## src/rtl/rosc_odometer_seq.sv

```systemverilog
// Stress/measure sequencer for a ring-oscillator odometer array: drives the array controls
// and counts synchronised edges of one selected oscillator over a programmable window.
module rosc_odometer_seq #(
    parameter int NUM_ROSC   = 3,
    parameter int CNT_W      = 16,
    parameter int WIN_W      = 16,
    parameter int SETTLE_CYC = 8,
    localparam int SEL_W     = $clog2(NUM_ROSC)
) (
    input  logic                CLK,
    input  logic                RST,
    input  logic                START,
    input  logic                ABORT,
    input  logic [1:0]          MODE,
    input  logic [SEL_W-1:0]    SEL,
    input  logic [WIN_W-1:0]    WIN_LEN,
    input  logic [NUM_ROSC-1:0] ROSC_OUT,
    input  logic                COUNT_READY,
    output logic [NUM_ROSC-1:0] EN_POWER_ROSC,
    output logic [NUM_ROSC-1:0] SEL_ONEHOT,
    output logic                EN_ROSC,
    output logic                MEAS_STRESS,
    output logic                AC_DC,
    output logic                ROSC_START,
    output logic                BUSY,
    output logic [CNT_W-1:0]    COUNT,
    output logic                COUNT_VALID,
    output logic                OVF,
    output logic                SEL_ERR,
    output logic [2:0]          state_dbg
);

    localparam int TMR_W = (WIN_W > $clog2(SETTLE_CYC + 1)) ? WIN_W : $clog2(SETTLE_CYC + 1);
    localparam logic [TMR_W-1:0] SETTLE_LAST = TMR_W'(SETTLE_CYC - 1);

    typedef enum logic [2:0] {S_IDLE, S_STRESS, S_SETTLE, S_RUN, S_HOLD} state_t;

    state_t              state, state_n;
    logic                ac_q, ac_n;
    logic [SEL_W-1:0]    sel_q, sel_n;
    logic [WIN_W-1:0]    win_q, win_n;
    logic [TMR_W-1:0]    tmr, tmr_n;
    logic [CNT_W-1:0]    cnt, cnt_n;
    logic                ovf, ovf_n;
    logic [CNT_W-1:0]    count_n, count_acc, count_acc_n;
    logic                ovf_out_n, sel_err_n;
    logic                sync1, sync2, sync3, edge_det;
    logic                sel_ok;
    logic [TMR_W-1:0]    win_last;
    logic [NUM_ROSC-1:0] onehot_n, en_power_n, sel_onehot_n;
    logic                en_rosc_n, meas_n, ac_dc_n, rosc_start_n;

    assign edge_det  = sync2 & ~sync3;
    assign sel_ok    = {1'b0, SEL} < (SEL_W + 1)'(NUM_ROSC);
    assign win_last  = TMR_W'(win_q) - TMR_W'(1);
    assign state_dbg = state;

    always_comb begin
        state_n     = state;
        ac_n        = ac_q;
        sel_n       = sel_q;
        win_n       = win_q;
        tmr_n       = tmr;
        cnt_n       = cnt;
        ovf_n       = ovf;
        count_n     = COUNT;
        count_acc_n = count_acc;
        ovf_out_n   = OVF;
        sel_err_n   = 1'b0;
        case (state)
            S_IDLE: begin
                if (START && !ABORT) begin
                    case (MODE)
                        2'b01, 2'b10: begin
                            state_n = S_STRESS;
                            ac_n    = MODE[1];
                        end
                        2'b11: begin
                            if (sel_ok) begin
                                state_n = S_SETTLE;
                                sel_n   = SEL;
                                win_n   = WIN_LEN;
                                tmr_n   = '0;
                                cnt_n   = '0;
                                ovf_n   = 1'b0;
                            end else begin
                                sel_err_n = 1'b1;
                            end
                        end
                        default: ;
                    endcase
                end
            end
            S_STRESS: ;
            S_SETTLE: begin
                if (tmr == SETTLE_LAST) begin
                    tmr_n = '0;
                    if (win_q == '0) begin
                        state_n   = S_HOLD;
                        count_n   = '0;
                        ovf_out_n = 1'b0;
                    end else begin
                        state_n = S_RUN;
                    end
                end else begin
                    tmr_n = tmr + TMR_W'(1);
                end
            end
            S_RUN: begin
                // Saturate rather than wrap; OVF flags that at least one edge was lost.
                if (edge_det) begin
                    if (&cnt) ovf_n = 1'b1;
                    else      cnt_n = cnt + CNT_W'(1);
                end
                if (tmr == win_last) begin
                    state_n   = S_HOLD;
                    count_n   = cnt_n;
                    ovf_out_n = ovf_n;
                end else begin
                    tmr_n = tmr + TMR_W'(1);
                end
            end
            S_HOLD: begin
                if (COUNT_READY) begin
                    state_n     = S_IDLE;
                    ovf_out_n   = 1'b0;
                    count_acc_n = COUNT;
                end
            end
            default: state_n = S_IDLE;
        endcase
        // Abort discards any unaccepted result so COUNT shows the last accepted one.
        if (ABORT && state != S_IDLE) begin
            state_n     = S_IDLE;
            count_n     = count_acc;
            count_acc_n = count_acc;
            ovf_out_n   = 1'b0;
        end
    end

    always_comb begin
        onehot_n     = NUM_ROSC'(1) << sel_n;
        en_power_n   = '0;
        sel_onehot_n = '0;
        en_rosc_n    = 1'b0;
        meas_n       = 1'b0;
        ac_dc_n      = 1'b0;
        rosc_start_n = 1'b0;
        case (state_n)
            S_STRESS: begin
                en_power_n   = '1;
                ac_dc_n      = ac_n;
                rosc_start_n = 1'b1;
            end
            S_SETTLE, S_RUN: begin
                en_power_n   = onehot_n;
                sel_onehot_n = onehot_n;
                en_rosc_n    = 1'b1;
                meas_n       = 1'b1;
            end
            default: ;
        endcase
    end

    always_ff @(posedge CLK or posedge RST) begin
        if (RST) begin
            state         <= S_IDLE;
            ac_q          <= 1'b0;
            sel_q         <= '0;
            win_q         <= '0;
            tmr           <= '0;
            cnt           <= '0;
            ovf           <= 1'b0;
            count_acc     <= '0;
            sync1         <= 1'b0;
            sync2         <= 1'b0;
            sync3         <= 1'b0;
            EN_POWER_ROSC <= '0;
            SEL_ONEHOT    <= '0;
            EN_ROSC       <= 1'b0;
            MEAS_STRESS   <= 1'b0;
            AC_DC         <= 1'b0;
            ROSC_START    <= 1'b0;
            BUSY          <= 1'b0;
            COUNT         <= '0;
            COUNT_VALID   <= 1'b0;
            OVF           <= 1'b0;
            SEL_ERR       <= 1'b0;
        end else begin
            state         <= state_n;
            ac_q          <= ac_n;
            sel_q         <= sel_n;
            win_q         <= win_n;
            tmr           <= tmr_n;
            cnt           <= cnt_n;
            ovf           <= ovf_n;
            count_acc     <= count_acc_n;
            sync1         <= ROSC_OUT[sel_q];
            sync2         <= sync1;
            sync3         <= sync2;
            EN_POWER_ROSC <= en_power_n;
            SEL_ONEHOT    <= sel_onehot_n;
            EN_ROSC       <= en_rosc_n;
            MEAS_STRESS   <= meas_n;
            AC_DC         <= ac_dc_n;
            ROSC_START    <= rosc_start_n;
            BUSY          <= (state_n != S_IDLE);
            COUNT         <= count_n;
            COUNT_VALID   <= (state_n == S_HOLD);
            OVF           <= ovf_out_n;
            SEL_ERR       <= sel_err_n;
        end
    end

endmodule
```

## config.mk

```make
export PLATFORM = sky130hd
export DESIGN_NAME = rosc_odometer_seq
export DESIGN_NICKNAME = d
export VERILOG_FILES = /design/src/rtl/rosc_odometer_seq.sv
export SDC_FILE = /design/constraint.sdc
export NUM_CORES = 1
export LEC_CHECK = 0
export CORE_MARGIN = 5
export CORE_UTILIZATION = 55
export CTS_CLUSTER_SIZE = 12
export DETAILED_ROUTE_END_ITERATION = 6
export DONT_BUFFER_PORTS = 1
export PLACE_DENSITY_LB_ADDON = 0.15
export SLEW_MARGIN = 20
export SYNTH_ARGS = -nofsm -noshare
export SYNTH_HDL_FRONTEND = slang
export SYNTH_SLANG_ARGS = --single-unit
```

## constraint.sdc

```tcl
create_clock -name CLK -period 5.1 [get_ports CLK]
set_input_delay 0.765 -clock CLK [delete_from_list [all_inputs] [get_ports CLK]]
set_output_delay 0.765 -clock CLK [all_outputs]
set_load 0.01 [all_outputs]
```

==> After elaboration in Yosys (flattened, before gate mapping) <==
Index checks and enable logic that the tools add are counted.
{ "classes": {"n_addsub": 3, "shift": 1, "n_mux": 53, "n_reduce_logical": 20, "magnitude_cmp": 2, "bitwise_logic": 3, "eq_ne": 21} }
{ "ops": {"columns": ["cell", "count"], "rows": [
  ["16-bit 2-to-1 mux", 11],
  ["16-bit case mux with 2 select lines", 2],
  ["16-bit case mux with 3 select lines", 1],
  ["16-bit by 1-bit adder with 16-bit output (second input constant)", 2],
  ["3-bit 2-to-1 mux", 8],
  ["1-bit 2-to-1 mux", 21],
  ["16-bit equality test", 1],
  ["16-bit by 3-bit equality test with 1-bit output (second input constant)", 1],
  ["16-bit zero test", 1],
  ["16-bit AND reduction", 1],
  ["16-bit by 1-bit subtractor with 16-bit output (second input constant)", 1],
  ["3-bit case mux with 5 select lines", 1],
  ["3-bit by 2-bit equality test with 1-bit output (second input constant)", 4],
  ["3-bit != test (second input constant)", 4],
  ["3-bit case mux with 2 select lines", 2],
  ["4-bit AND reduction", 3],
  ["3-bit nonzero test", 4],
  ["5-bit AND reduction", 2],
  ["2-bit 2-to-1 mux", 4],
  ["2-bit != test (second input constant)", 4],
  ["3-bit by 1-bit equality test with 1-bit output (second input constant)", 2],
  ["3-bit equality test (second input constant)", 2],
  ["2-bit equality test (second input constant)", 2],
  ["4-bit nonzero test", 1],
  ["other kinds (15)", 18]
]} }
{ "totals": {"out_inout_bits": 33, "elab_cells": 124, "ff_bits": 103, "in_bits": 28} }

==> Depth between registers and ports, before layout <==
Gate-level depths: netlist (run 1).
{ "depth": {"ltp_word": 9, "depth_mapped": 13, "mapped_depth_nobuf": 10} }

==> Least setup slack after synthesis (run 1) <==
Ideal clock, no wire load.
{ "synth_timing": {"path_type": "register to register", "from": "register win_q[0]", "to": "register COUNT[0]", "n_path_buf": 3, "path_slack_ns": 2.153, "setup_ns": 0.127, "t_required_ns": 4.973, "arrival_ns": 2.820, "path_stages_with_launch": 14, "period_less_slack_ns": 2.947, "path_cell_list": "dfrtp_1 inv_1 ha_1 nand2b_1 clkbuf_1 or4_4 a311oi_1 o22ai_1 nor4_2 buf_4 a21oi_2 buf_2 a22oi_1 o21ai_1"} }
{ "synth_via": {"elab_chain_len": 4, "word_cells_on_any_way": 6, "classes_between": "1 x add/sub; 3 x eq/ne; 2 x reduce/logical"} }
{ "synth_lines": {"columns": ["item", "line", "rtl"], "rows": [
  ["start, declared", "41", "logic [WIN_W-1:0] win_q, win_n;"],
  ["start signal, assigned", "193", "win_q <= win_n;"],
  ["16-bit by 1-bit subtractor with 16-bit output", "55", "assign win_last = TMR_W'(win_q) - TMR_W'(1);"],
  ["16-bit equality test", "115", "if (tmr == win_last) begin"],
  ["3-bit != test (no source line)", null, null],
  ["4-bit AND reduction (no source line) *", null, null],
  ["end signal, assigned", "208", "COUNT <= count_n;"],
  ["end, declared", "26", "output logic [CNT_W-1:0] COUNT,"]
]} }
Mark *: on every way between the ends. The rest lies on a longest branch, timed or not.
A chain may end at the register's enable or synchronous reset.

==> Final worst setup path (run 1) <==
{ "layout_timing": {"from": "register win_q[0]", "to": "register tmr[14]"} }
{ "layout_via": {"elab_chain_len": 4} }
{ "layout_lines": {"columns": ["item", "line", "rtl"], "rows": [
  ["16-bit by 1-bit subtractor with 16-bit output", "55", null],
  ["16-bit equality test", "115", null],
  ["2-bit != test (no source line)", null, null],
  ["5-bit AND reduction (no source line)", null, null],
  ["end signal, assigned", "194", "tmr <= tmr_n;"],
  ["end, declared", "42", "logic [TMR_W-1:0] tmr, tmr_n;"]
]} }
No other way between the ends.

==> metrics, run 1 <==
P per Cell Area 440 nW/um2; Achievable Freq 287 MHz; wire length of the first global-routing pass about 21 mm; worst slew slack as a fraction of its limit 41.5%; pre-CTS WS 1.63 ns; endpoint type of the worst setup path flop; Worst VDD drop ~0.22 mV; placement row count 36; post-CTS setup repair buffer count 0; all-layer global routing usage 21.6%; final std cells w/o fill 680; CTS tree built; Synth Area in Adders 1.14%; weighted congestion reported at the end of routability-driven placement 0.856; detailed-placement wirelength estimate between 8 and 9 mm; CP Launch Type flop; initial core utilization between 50% and 60%; Synth Register Bits ~100; largest net degree at the start of global routing 62; mean cell area of the mapped netlist about 9.9 um2; Final Hold Violating Endpoints 0; Max Root-Sink Buffers 2; number of synthesized flops with an enable pin 0; ys flop type sky130_fd_sc_hd__dfrtp_1; fraction of synthesized cell area in xor and xnor cells 5.03%; fraction of synthesized area in multiplexers 7.46%; critical hold path startpoint sync1; sinks on the clock net 103; Worst-path clk slew 0.10 ns; startpoint-to-endpoint class of the critical path reg -> reg; worst slew pin tran 0.875 ns; number of instances resized during post-cts repair 0; count of placed standard cells including taps between 600 and 700; PnR worst setup slack 1.61 ns; post-synthesis simple-gate area fraction 20.0%; Post-synth ARST share 100%; Yosys warnings 0; number of pins exceeding their max-slew limit in the final report 0; share of layout cells above drive strength 1 11.5%; final clock period utilization by the worst path 68.3%; area of all placed cells without fillers a little under 6000 um2; instance area after placement around 5500 um2; Inserted Clock Buffers 9; summed instance area of the synthesized netlist between 5000 and 6000 um2; Area Overhead vs Synth 4.96%; violation count after the first detailed-route iteration 311; total global routing overflow 0; routed length per placed instance 18.0 um; number of antenna violations at the first check in global routing 0; data arrival time of the critical path 3.78 ns; final setup TNS 0 ns; RSZ-0062 raised after global routing false; I/O pin cnt 61; length in cells of the worst reg-to-reg path 11; count of port buffers added during placement 0; count of max-cap constraint violations 0; Nets 575; number of different library cells in the post-synthesis netlist 66; setup violation total in the final timing report 0; Hold WS 0.365 ns; CTS root buffer sky130_fd_sc_hd__clkbuf_8; largest fanout on the critical path 28; Worst Hold Depth 0; time the final worst path needs with I/O delays and setup 3.49 ns; FF-to-FF setup slack 1.61 ns; WHS Endpoint sync2; cell count after synthesis 558; sequential element share of the synthesized area 46.9%; number of global-route vias before repair slightly above 4,000; worst r2r src win_q[0]; result of the run finished clean; core region area 9770 um2; Die X-Extent 110 um; Vert. Die Dim between 100 and 150 um; worst r2r dst tmr[14]; routed via count 4,182; LEAKAGE 2.47 nW; router iterations before antenna repair 5; required time at the endpoint of the critical path 5.40 ns; Tightest Hold Check Type reg -> reg; dominant combinational cell family by area after synthesis simple AND/OR/NAND/NOR gates; depth of the CTS H-tree 3; worst clock skew 0.0117 ns; full die area 12,100 um2; antenna fix cells 0; antenna violation net count after detailed routing 0; Syn Nets between 500 and 600; average vias per placed instance 6.15; fraction of the mapped netlist area in compound gates 15.7%; clock latency at the later pin of the worst-skew pair 0.38 ns; DRC violation count after routing 0; sum of routed wire length over all layers 12.3 mm; # hold bufs at CTS 0
how the worst max path moves through the flow:
stage	start	end	slack [ns]	depth (start not counted)
2_1_floorplan	RST	AC_DC	1.63	1
3_3_place_gp	win_q[0]	COUNT[7]	1.82	10
3_5_place_dp	win_q[0]	COUNT[9]	1.63	10
4_1_cts	win_q[0]	COUNT[9]	1.60	10
5_1_grt	win_q[0]	COUNT[7]	1.27	10
6_report	win_q[0]	tmr[14]	1.61	11
layout by cell type (no fill, tap or decap), drive strengths merged, types with 4 or more instances in the layout:
master	Yosys	routed
nor2b	5	5
o21ai	40	40
dfrtp	103	103
nand3b	4	4
ha	5	5
xor2	10	10
o211ai	5	5
a21o	8	8
or4	17	17
nand4	8	8
or3	6	6
o31ai	10	10
nand2b	11	11
and4	6	6
nand3	16	16
xnor2	19	19
o22ai	6	6
and3	10	10
mux2	32	32
nor3	10	10
clkbuf	21	9
nor2	34	34
nor4	8	8
mux2i	5	5
a22oi	9	9
nand2	59	59
a21oi	29	29
inv	16	19
worst max-delay path, stage by stage, from the launching register on:
cell,delay [ns]
sky130_fd_sc_hd__dfrtp_1,0.45
sky130_fd_sc_hd__inv_1,0.10
sky130_fd_sc_hd__ha_1,0.24
sky130_fd_sc_hd__nand2b_1,0.23
sky130_fd_sc_hd__or4_4,0.58
sky130_fd_sc_hd__o2111a_1,0.25
sky130_fd_sc_hd__o22ai_1,0.23
sky130_fd_sc_hd__nor4_2,0.09
sky130_fd_sc_hd__buf_4,0.20
sky130_fd_sc_hd__a21o_4,0.32
sky130_fd_sc_hd__or4_1,0.52
sky130_fd_sc_hd__a21oi_1,0.20
layout make-up:
| class | instances | area [um2] |
|---|---|---|
| timing repair buffer | 3 | 22.5 |
| inverter | 16 | 62.6 |
| clock inverter | 7 | 103 |
| fill | 883 | 4000 |
| sequential | 103 | 2580 |
| clock buffer | 9 | 124 |
| tap | 133 | 166 |
| multi-input combinational | 409 | 2720 |
routing by layer:
layer  track usage [%]  routed length, um
met1              30.6               5570
met2              33.7               5970
met3              4.72                564
met4              5.88                152
met5                 0                  0
cells in the mapped netlist (3+ instances only):
cell / count / area share [%]
sky130_fd_sc_hd__xnor2_1: 19 / 3.0
sky130_fd_sc_hd__mux2i_1: 5 / 0.91
sky130_fd_sc_hd__or4_1: 16 / 2.2
sky130_fd_sc_hd__o21ai_1: 19 / 1.7
sky130_fd_sc_hd__dfrtp_1: 103 / 47
sky130_fd_sc_hd__nand4_1: 8 / 0.91
sky130_fd_sc_hd__a21oi_1: 28 / 2.5
sky130_fd_sc_hd__xor2_1: 10 / 1.6
sky130_fd_sc_hd__a22oi_1: 9 / 1.2
sky130_fd_sc_hd__nand4b_1: 3 / 0.48
sky130_fd_sc_hd__o21ai_0: 21 / 1.9
sky130_fd_sc_hd__a21o_1: 7 / 0.96
sky130_fd_sc_hd__and4_1: 6 / 0.96
sky130_fd_sc_hd__nand2_1: 59 / 4.0
sky130_fd_sc_hd__nor3_1: 10 / 0.91
sky130_fd_sc_hd__and3_1: 10 / 1.1
sky130_fd_sc_hd__and2_1: 3 / 0.34
sky130_fd_sc_hd__clkbuf_1: 20 / 1.4
sky130_fd_sc_hd__nand3_1: 16 / 1.5
sky130_fd_sc_hd__nor2b_1: 5 / 0.57
sky130_fd_sc_hd__nor2_1: 34 / 2.3
sky130_fd_sc_hd__buf_4: 3 / 0.41
sky130_fd_sc_hd__o211ai_1: 5 / 0.68
sky130_fd_sc_hd__buf_6: 3 / 0.61
sky130_fd_sc_hd__nand3b_1: 4 / 0.55
sky130_fd_sc_hd__or3_1: 6 / 0.68
sky130_fd_sc_hd__o22ai_1: 6 / 0.68
sky130_fd_sc_hd__ha_1: 5 / 1.1
sky130_fd_sc_hd__nand2b_1: 11 / 1.3
sky130_fd_sc_hd__nor4_1: 7 / 0.80
sky130_fd_sc_hd__mux2_2: 32 / 6.6
sky130_fd_sc_hd__a221o_1: 3 / 0.55
sky130_fd_sc_hd__o31ai_1: 10 / 1.4
sky130_fd_sc_hd__inv_1: 15 / 1.0
sky130_fd_sc_hd__buf_2: 3 / 0.27
cells by family (layout without fill, tap and decap cells):
family,after synthesis,count (layout)
AND/OR/NAND/NOR,207,207
AO/OA/AOI/OAI,130,130
flip-flops,103,103
buffers and inverters,46,35
multiplexers,37,37
XOR/XNOR,30,30
adder cells (fa/ha/maj),5,5
per-stage QoR:
stage	util, %	power (mW)
3_5_place_dp	56.7	1.96
4_1_cts	59.0	2.55
5_1_grt	59.1	2.71
3_3_place_gp	56.7	1.94
2_1_floorplan	-	1.81
6_report	59.1	2.54
registers in the layout, indices dropped and copies added, names as in the netlist, 2 cells and up:
signal / flops
tmr: 16
sel_q: 2
win_q: 16
state_dbg: 3
cnt: 16
SEL_ONEHOT: 3
count_acc: 16
COUNT: 16
EN_POWER_ROSC: 3
power breakdown:
group	leakage, nW	total (mW)	switching, mW	internal [mW]
sequential	1.38	1.19	0.221	0.964
clock	0.116	0.586	0.302	0.283
combinational	0.973	0.771	0.450	0.320
Power figures use the tool's default switching activity.
==> run 2: changes to the inputs <==
ABC_AREA = 1   (was unset)
clock period = 3.1 ns   (was 5.1 ns; I/O delays follow)
==> run 2 against run 1 <==
Fmax increased by 36%. First-iteration DRC count increased by 59%. Critical path depth increased by 3. Non-clock buffer count increased by 5. Cell count increased by 42%. Critical endpoint is now tmr[3]. Largest power group is now combinational cells.
==> metrics, run 2 <==
instance area after placement between 6000 and 7000 um2; result of the run finished clean; initial core utilization a little under three fifths; post-CTS setup repair buffer count 0; Yosys warnings 0; Worst-path clk slew 0.11 ns; I/O pin cnt 61; worst slew pin tran 0.899 ns; share of layout cells above drive strength 1 between 8 and 9%; antenna violation net count after detailed routing 0; sinks on the clock net 103; RSZ-0062 raised after global routing false; Commonest cells post-synth sky130_fd_sc_hd__nand2_1 (208), sky130_fd_sc_hd__dfrtp_1 (103), sky130_fd_sc_hd__inv_1 (101), sky130_fd_sc_hd__nand3_1 (83), sky130_fd_sc_hd__nor2_1 (64); full die area 13,400 um2; met3 wire length ~1.2 mm; sequential standard cell area 2580 um2; area fraction of the dominant cell type after synthesis 42.0%; cell count after synthesis 827; Nets 851; Max Root-Sink Buffers 2; met2 WL post-DR 6.85 mm; antenna fix cells 0; count of port buffers added during placement 0; sum of routed wire length over all layers 15.4 mm; depth of the CTS H-tree 3; violation count after the first detailed-route iteration around 490; area of all placed cells without fillers between 6000 and 7000 um2; startpoint-to-endpoint class of the critical path reg -> reg; routed length per placed instance between 15 and 20 um; number of different library cells in the post-synthesis netlist 35; Worst VDD drop around 0.61 mV; mean cell area of the mapped netlist 7.43 um2; data arrival time of the critical path 2.88 ns; Syn Nets 860; Die X-Extent 116 um; footprint of the multi-input gates 3030 um2; all-layer global routing usage 24.6%; Tightest Hold Check Type in -> async; required time at the endpoint of the critical path 3.42 ns; LEAKAGE 3.13 nW; setup violation total in the final timing report 0; Synth Register Bits around 100; routed via count roughly 5,500; Final Hold Violating Endpoints 0; number of pins exceeding their max-slew limit in the final report 0; most frequent standard cell in the layout excluding fill and tap cells sky130_fd_sc_hd__nand2_1; core region area 10,900 um2; clock latency at the later pin of the worst-skew pair 0.40 ns; Switching Share 47.9%; DR top layer met4; Achievable Freq 391 MHz; Inserted Clock Buffers 9; P per Cell Area 769 nW/um2; Switching Power 2.38 mW; average vias per placed instance 5.71; combinational cell fraction of total power 41.5%; DRC violation count after routing 0; internal power consumption roughly 2.6 mW; proportion of power drawn by flip-flops and latches approximately two fifths; CTS root buffer sky130_fd_sc_hd__clkbuf_8; final clock period utilization by the worst path 82.4%; number of antenna violations at the first check in global routing 0; worst clock skew 0.0108 ns; summed instance area of the synthesized netlist between 6000 and 7000 um2; number of instances resized during post-cts repair 0; wire length the detailed router placed on met1 about 7.1 mm; Vert. Die Dim roughly 120 um; utilization of the core after routing between 50% and 60%; top library cells by usage in the layout, fill and taps aside sky130_fd_sc_hd__nand2_1 (208), sky130_fd_sc_hd__dfrtp_1 (103), sky130_fd_sc_hd__inv_1 (100); placement row count 38; number of global-route vias before repair 5,370; area leader, netlist sky130_fd_sc_hd__dfrtp_1; router iterations before antenna repair 7; largest net degree at the start of global routing 43; detailed-placement wirelength estimate 11.4 mm; Area Overhead vs Synth 5.05%; Post-synth ARST share 100%; fill count 1,025; total global routing overflow 0; clock network power share 17.6%; wire length of the first global-routing pass roughly 26 mm; count of max-cap constraint violations 0; dominant cells by area after synthesis sky130_fd_sc_hd__dfrtp_1 (42%), sky130_fd_sc_hd__nand2_1 (13%), sky130_fd_sc_hd__nand3_1 (6.8%), sky130_fd_sc_hd__inv_1 (6.2%), sky130_fd_sc_hd__o21ai_0 (4.5%); largest fanout on the critical path 29; number of synthesized flops with an enable pin 0; CP Launch Type flop; CTS tree built; final setup TNS 0 ns; Hold WS 0.0864 ns; post-layout total power 4.96 mW; # hold bufs at CTS 0; worst slew slack as a fraction of its limit roughly two fifths; ys flop type sky130_fd_sc_hd__dfrtp_1; most repeated cell in the gate-level netlist after synthesis sky130_fd_sc_hd__nand2_1; time the final worst path needs with I/O delays and setup 2.55 ns; weighted congestion reported at the end of routability-driven placement 0.939; sequential element share of the synthesized area between 40% and 50%; endpoint type of the worst setup path flop
## run 2: cell families (layout without fill, tap and decap cells)
group                      count (synthesis)  count (layout)  synth area share [%]
adders and majority gates                  5               5                  1.02
buffers and inverters                    134             130                  8.74
and+or+nand+nor                          438             438                  32.1
xor gates and xnor gates                  25              25                  3.56
AOI/OAI and AO/OA                        104             104                  9.37
muxes                                     18              18                  3.30
DFF                                      103             103                  42.0
## run 2: power by group through the flow
stage | registers [mW] | logic, mW | clock network [mW]
2_1_floorplan | 1.95 | 1.64 | 0
4_1_cts | 2.03 | 2.04 | 0.888
3_3_place_gp | 2.05 | 1.99 | 0
5_1_grt | 2.08 | 2.34 | 0.947
3_5_place_dp | 2.05 | 2.04 | 0
6_report | 2.03 | 2.06 | 0.871
## run 2: critical path, stage by stage, from the launching register on
cell	delay, ns
sky130_fd_sc_hd__dfrtp_1	0.43
sky130_fd_sc_hd__inv_2	0.11
sky130_fd_sc_hd__ha_1	0.21
sky130_fd_sc_hd__nand2_2	0.11
sky130_fd_sc_hd__nor2_1	0.17
sky130_fd_sc_hd__nand2_1	0.15
sky130_fd_sc_hd__o21ai_0	0.22
sky130_fd_sc_hd__nand2_1	0.11
sky130_fd_sc_hd__nand4_1	0.12
sky130_fd_sc_hd__nor2_2	0.06
sky130_fd_sc_hd__nand3_2	0.08
sky130_fd_sc_hd__nand2_2	0.08
sky130_fd_sc_hd__inv_2	0.41
sky130_fd_sc_hd__nand2_1	0.11
sky130_fd_sc_hd__o21ai_1	0.11
## run 2: worst paths after layout
check | from | to | slack [ns] | cells past startpoint
max | win_q[0] | tmr[3] | 0.55 | 14
min | RST | tmr[5] | 0.09 | 1
max reg2reg | win_q[0] | tmr[3] | 0.55 | 14
min reg2reg | sync1 | sync2 | 0.36 | 0
max in group asynchronous | RST | SEL_ERR | 2.22 | 2
min in group CLK | SEL[0] | SEL_ERR | 0.18 | 2
## run 2: layout make-up
class / count / area share, %
sequential: 103 / 39.9
multi-input combinational: 590 / 47.0
tap: 140 / 2.71
timing repair buffer: 8 / 1.12
inverter: 106 / 6.22
clock buffer: 9 / 1.92
clock inverter: 7 / 1.11
## run 2: per-layer routing
metal	vias to the layer above	track usage, %
li1	2699	-
met1	2590	35.0
met2	185	37.1
met3	25	7.36
met4	0	6.34
met5	-	0
## run 2: metrics by stage
stage / cells / worst slack (ns)
2_1_floorplan: 827 / 0.978
3_3_place_gp: 947 / 0.703
3_5_place_dp: 947 / 0.628
4_1_cts: 963 / 0.587
5_1_grt: 963 / 0.301
6_report: 963 / 0.545
==> run 3: changes to the inputs <==
ABC_AREA = 0   (was 1)
clock period = 2.2 ns   (was 3.1 ns; I/O delays follow)
==> run 3 against run 2 <==
The run now ends with negative setup slack left. Routed wire length is 6.2% lower. Cell count is 18% lower. Power is 38% higher. Clock skew is 0.0017 ns higher. First-iteration DRC count is 51% lower. Sequential power is 26% higher. Non-clock buffer count is 106 higher. Via count is 14% lower. Critical path depth is 6 lower.
==> metrics, run 3 (synthesis gave the netlist of run 1 again) <==
violated checks negative setup slack; Worst VDD drop 0.736 mV; placement row count 36; Vert. Die Dim 110 um; slowest cell on the critical path sky130_fd_sc_hd__or4_4; CTS root buffer sky130_fd_sc_hd__clkbuf_8; sinks on the clock net 103; count of port buffers added during placement 0; I/O pin cnt 61; number of antenna violations at the first check in global routing 0; clock latency at the later pin of the worst-skew pair 0.38 ns; data arrival time of the critical path 3.27 ns; top library cells by usage in the layout, fill and taps aside sky130_fd_sc_hd__buf_4 (104), sky130_fd_sc_hd__dfrtp_1 (103), sky130_fd_sc_hd__nand2_1 (53); Tightest Hold Check Type in -> reg; full die area 12,100 um2; routed via count around 4,700; Achievable Freq roughly 340 MHz; DRC violation count after routing 0; cell-by-cell trace of the critical path or4_1 -> or4_4 -> o2111a_1 -> o22ai_2 -> nor4_4 -> a21o_4 -> or4_4 -> a21oi_2; router iterations before antenna repair 4; number of global-route vias before repair 4,882; sequential standard cell area 2580 um2; FF-to-FF setup slack -0.75 ns; weighted congestion reported at the end of routability-driven placement 0.878; slowest stage delay, CP 0.53 ns; Nets 687; CTS tree built; initial core utilization a little under three fifths; Area Overhead vs Synth 27.3%; detailed-placement wirelength estimate 10.3 mm; required time at the endpoint of the critical path roughly 2.5 ns; Worst-path clk slew 0.10 ns; PnR worst setup slack -0.755 ns; time the final worst path needs with I/O delays and setup 2.95 ns; fill count 741; total global routing overflow 0; average vias per placed instance just under 6; Inserted Clock Buffers 9; setup violation total in the final timing report 47; Max Root-Sink Buffers 2; largest fanout on the critical path 12; RSZ-0062 raised after global routing true; LEAKAGE around 3.1 nW; Die X-Extent 110 um; footprint of the multi-input gates 3040 um2; core region area between 9000 and 10,000 um2; share of layout cells above drive strength 1 33.9%; wire length of the first global-routing pass between 20 and 25 mm; all-layer global routing usage 25.2%; worst slew slack as a fraction of its limit 62.7%; number of pins exceeding their max-slew limit in the final report 0; CP Launch Type flop; final clock period utilization by the worst path 134%; instance area after placement 6380 um2; Worst path most repeated cell sky130_fd_sc_hd__or4_4; most frequent standard cell in the layout excluding fill and tap cells sky130_fd_sc_hd__buf_4; Final Hold Violating Endpoints 0; antenna violation net count after detailed routing 0; routed length per placed instance 18.2 um; utilization of the core after routing between 70% and 80%; violation count after the first detailed-route iteration 241; startpoint-to-endpoint class of the critical path reg -> reg; sum of routed wire length over all layers 14.4 mm; largest net degree at the start of global routing 104; depth of the CTS H-tree 3; result of the run complete, but fails checks; P per Cell Area 979 nW/um2; count of max-cap constraint violations 0; endpoint type of the worst setup path flop; worst slew pin tran between 0.5 and 0.6 ns; worst clock skew 0.0125 ns; area of all placed cells without fillers 7000 um2
==> run 3: cell types whose count changed in the layout (fill, tap and decap cells not counted), sizes merged, moves of 11 or more <==
cell	previous run	this run
nand2b	0	11
buf	8	113
or4	0	17
mux2	18	32
nand4	37	8
a21oi	19	30
nor2	73	34
nand3	87	16
xnor2	6	19
inv	108	15
o21ai	70	40
nand2	213	59
==> run 3: metal layers <==
layer,wire length (um),global-route usage (%),share of wire (%),vias up
li1,-,-,-,2228
met1,5470,27.5,38,2330
met2,7890,45.5,55,131
met3,613,6.29,4.2,37
met4,469,11.8,3.2,0
met5,0,0,0,-
==> run 3: metrics by stage <==
step	total power [mW]	hold WS (ns)	worst slack [ns]	std cells	TNS (ns)
after floorplan	4.27	0.331	-0.606	558	-23.45
after global placement	5.15	0.381	-0.693	762	-26.45
after detailed placement	5.26	0.388	-0.757	762	-28.76
after CTS	6.70	0.0293	-0.716	785	-27.25
after global routing	7.27	0.0250	-0.852	791	-33.89
final	6.85	0.0524	-0.755	792	-29.21
==> run 3: what timing repair did <==
| action | in CTS | in global routing |
|---|---|---|
| buffers inserted | 6 | 7 |
| hold buffers | 1 | 0 |
| pin swaps | 13 | 16 |
| gates resized for setup | 27 | 35 |
| hold endpoints to repair | 78 | 0 |
| gates cloned | 2 | 0 |
| endpoints found under the setup margin | 47 | 66 |
==> run 3: worst paths after layout <==
path / endpoint / cells past startpoint / startpoint
max: tmr[14] / 8 / win_q[6]
min: state_dbg[1] / 1 / ABORT
min in group asynchronous: tmr[1] / 3 / RST
max reg2reg: tmr[14] / 8 / win_q[6]
min reg2reg: sync2 / 0 / sync1
max in group asynchronous: sel_q[0] / 3 / RST
==> run 3: power by group <==
group | internal [mW] | switching [mW]
Combinational | 1.44 | 1.61
Clock | 0.617 | 0.642
Sequential | 2.24 | 0.314
==> run 3: final cells by class <==
| type | count | share of cell area [%] |
|---|---|---|
| multi-input combinational | 410 | 43.4 |
| sequential | 103 | 36.8 |
| timing repair buffer | 114 | 13.5 |
| clock buffer | 13 | 2.41 |
| tap | 133 | 2.38 |
| inverter | 16 | 0.911 |
| clock inverter | 2 | 0.554 |
| antenna | 1 | 0.0357 |
==> run 3: critical path: cells and delay by family (launching register included) <==
kind | cells | cell delay [ns]
and+or+nand+nor | 4 | 1.59
AOI/OAI and AO/OA | 4 | 0.90
DFF | 1 | 0.39
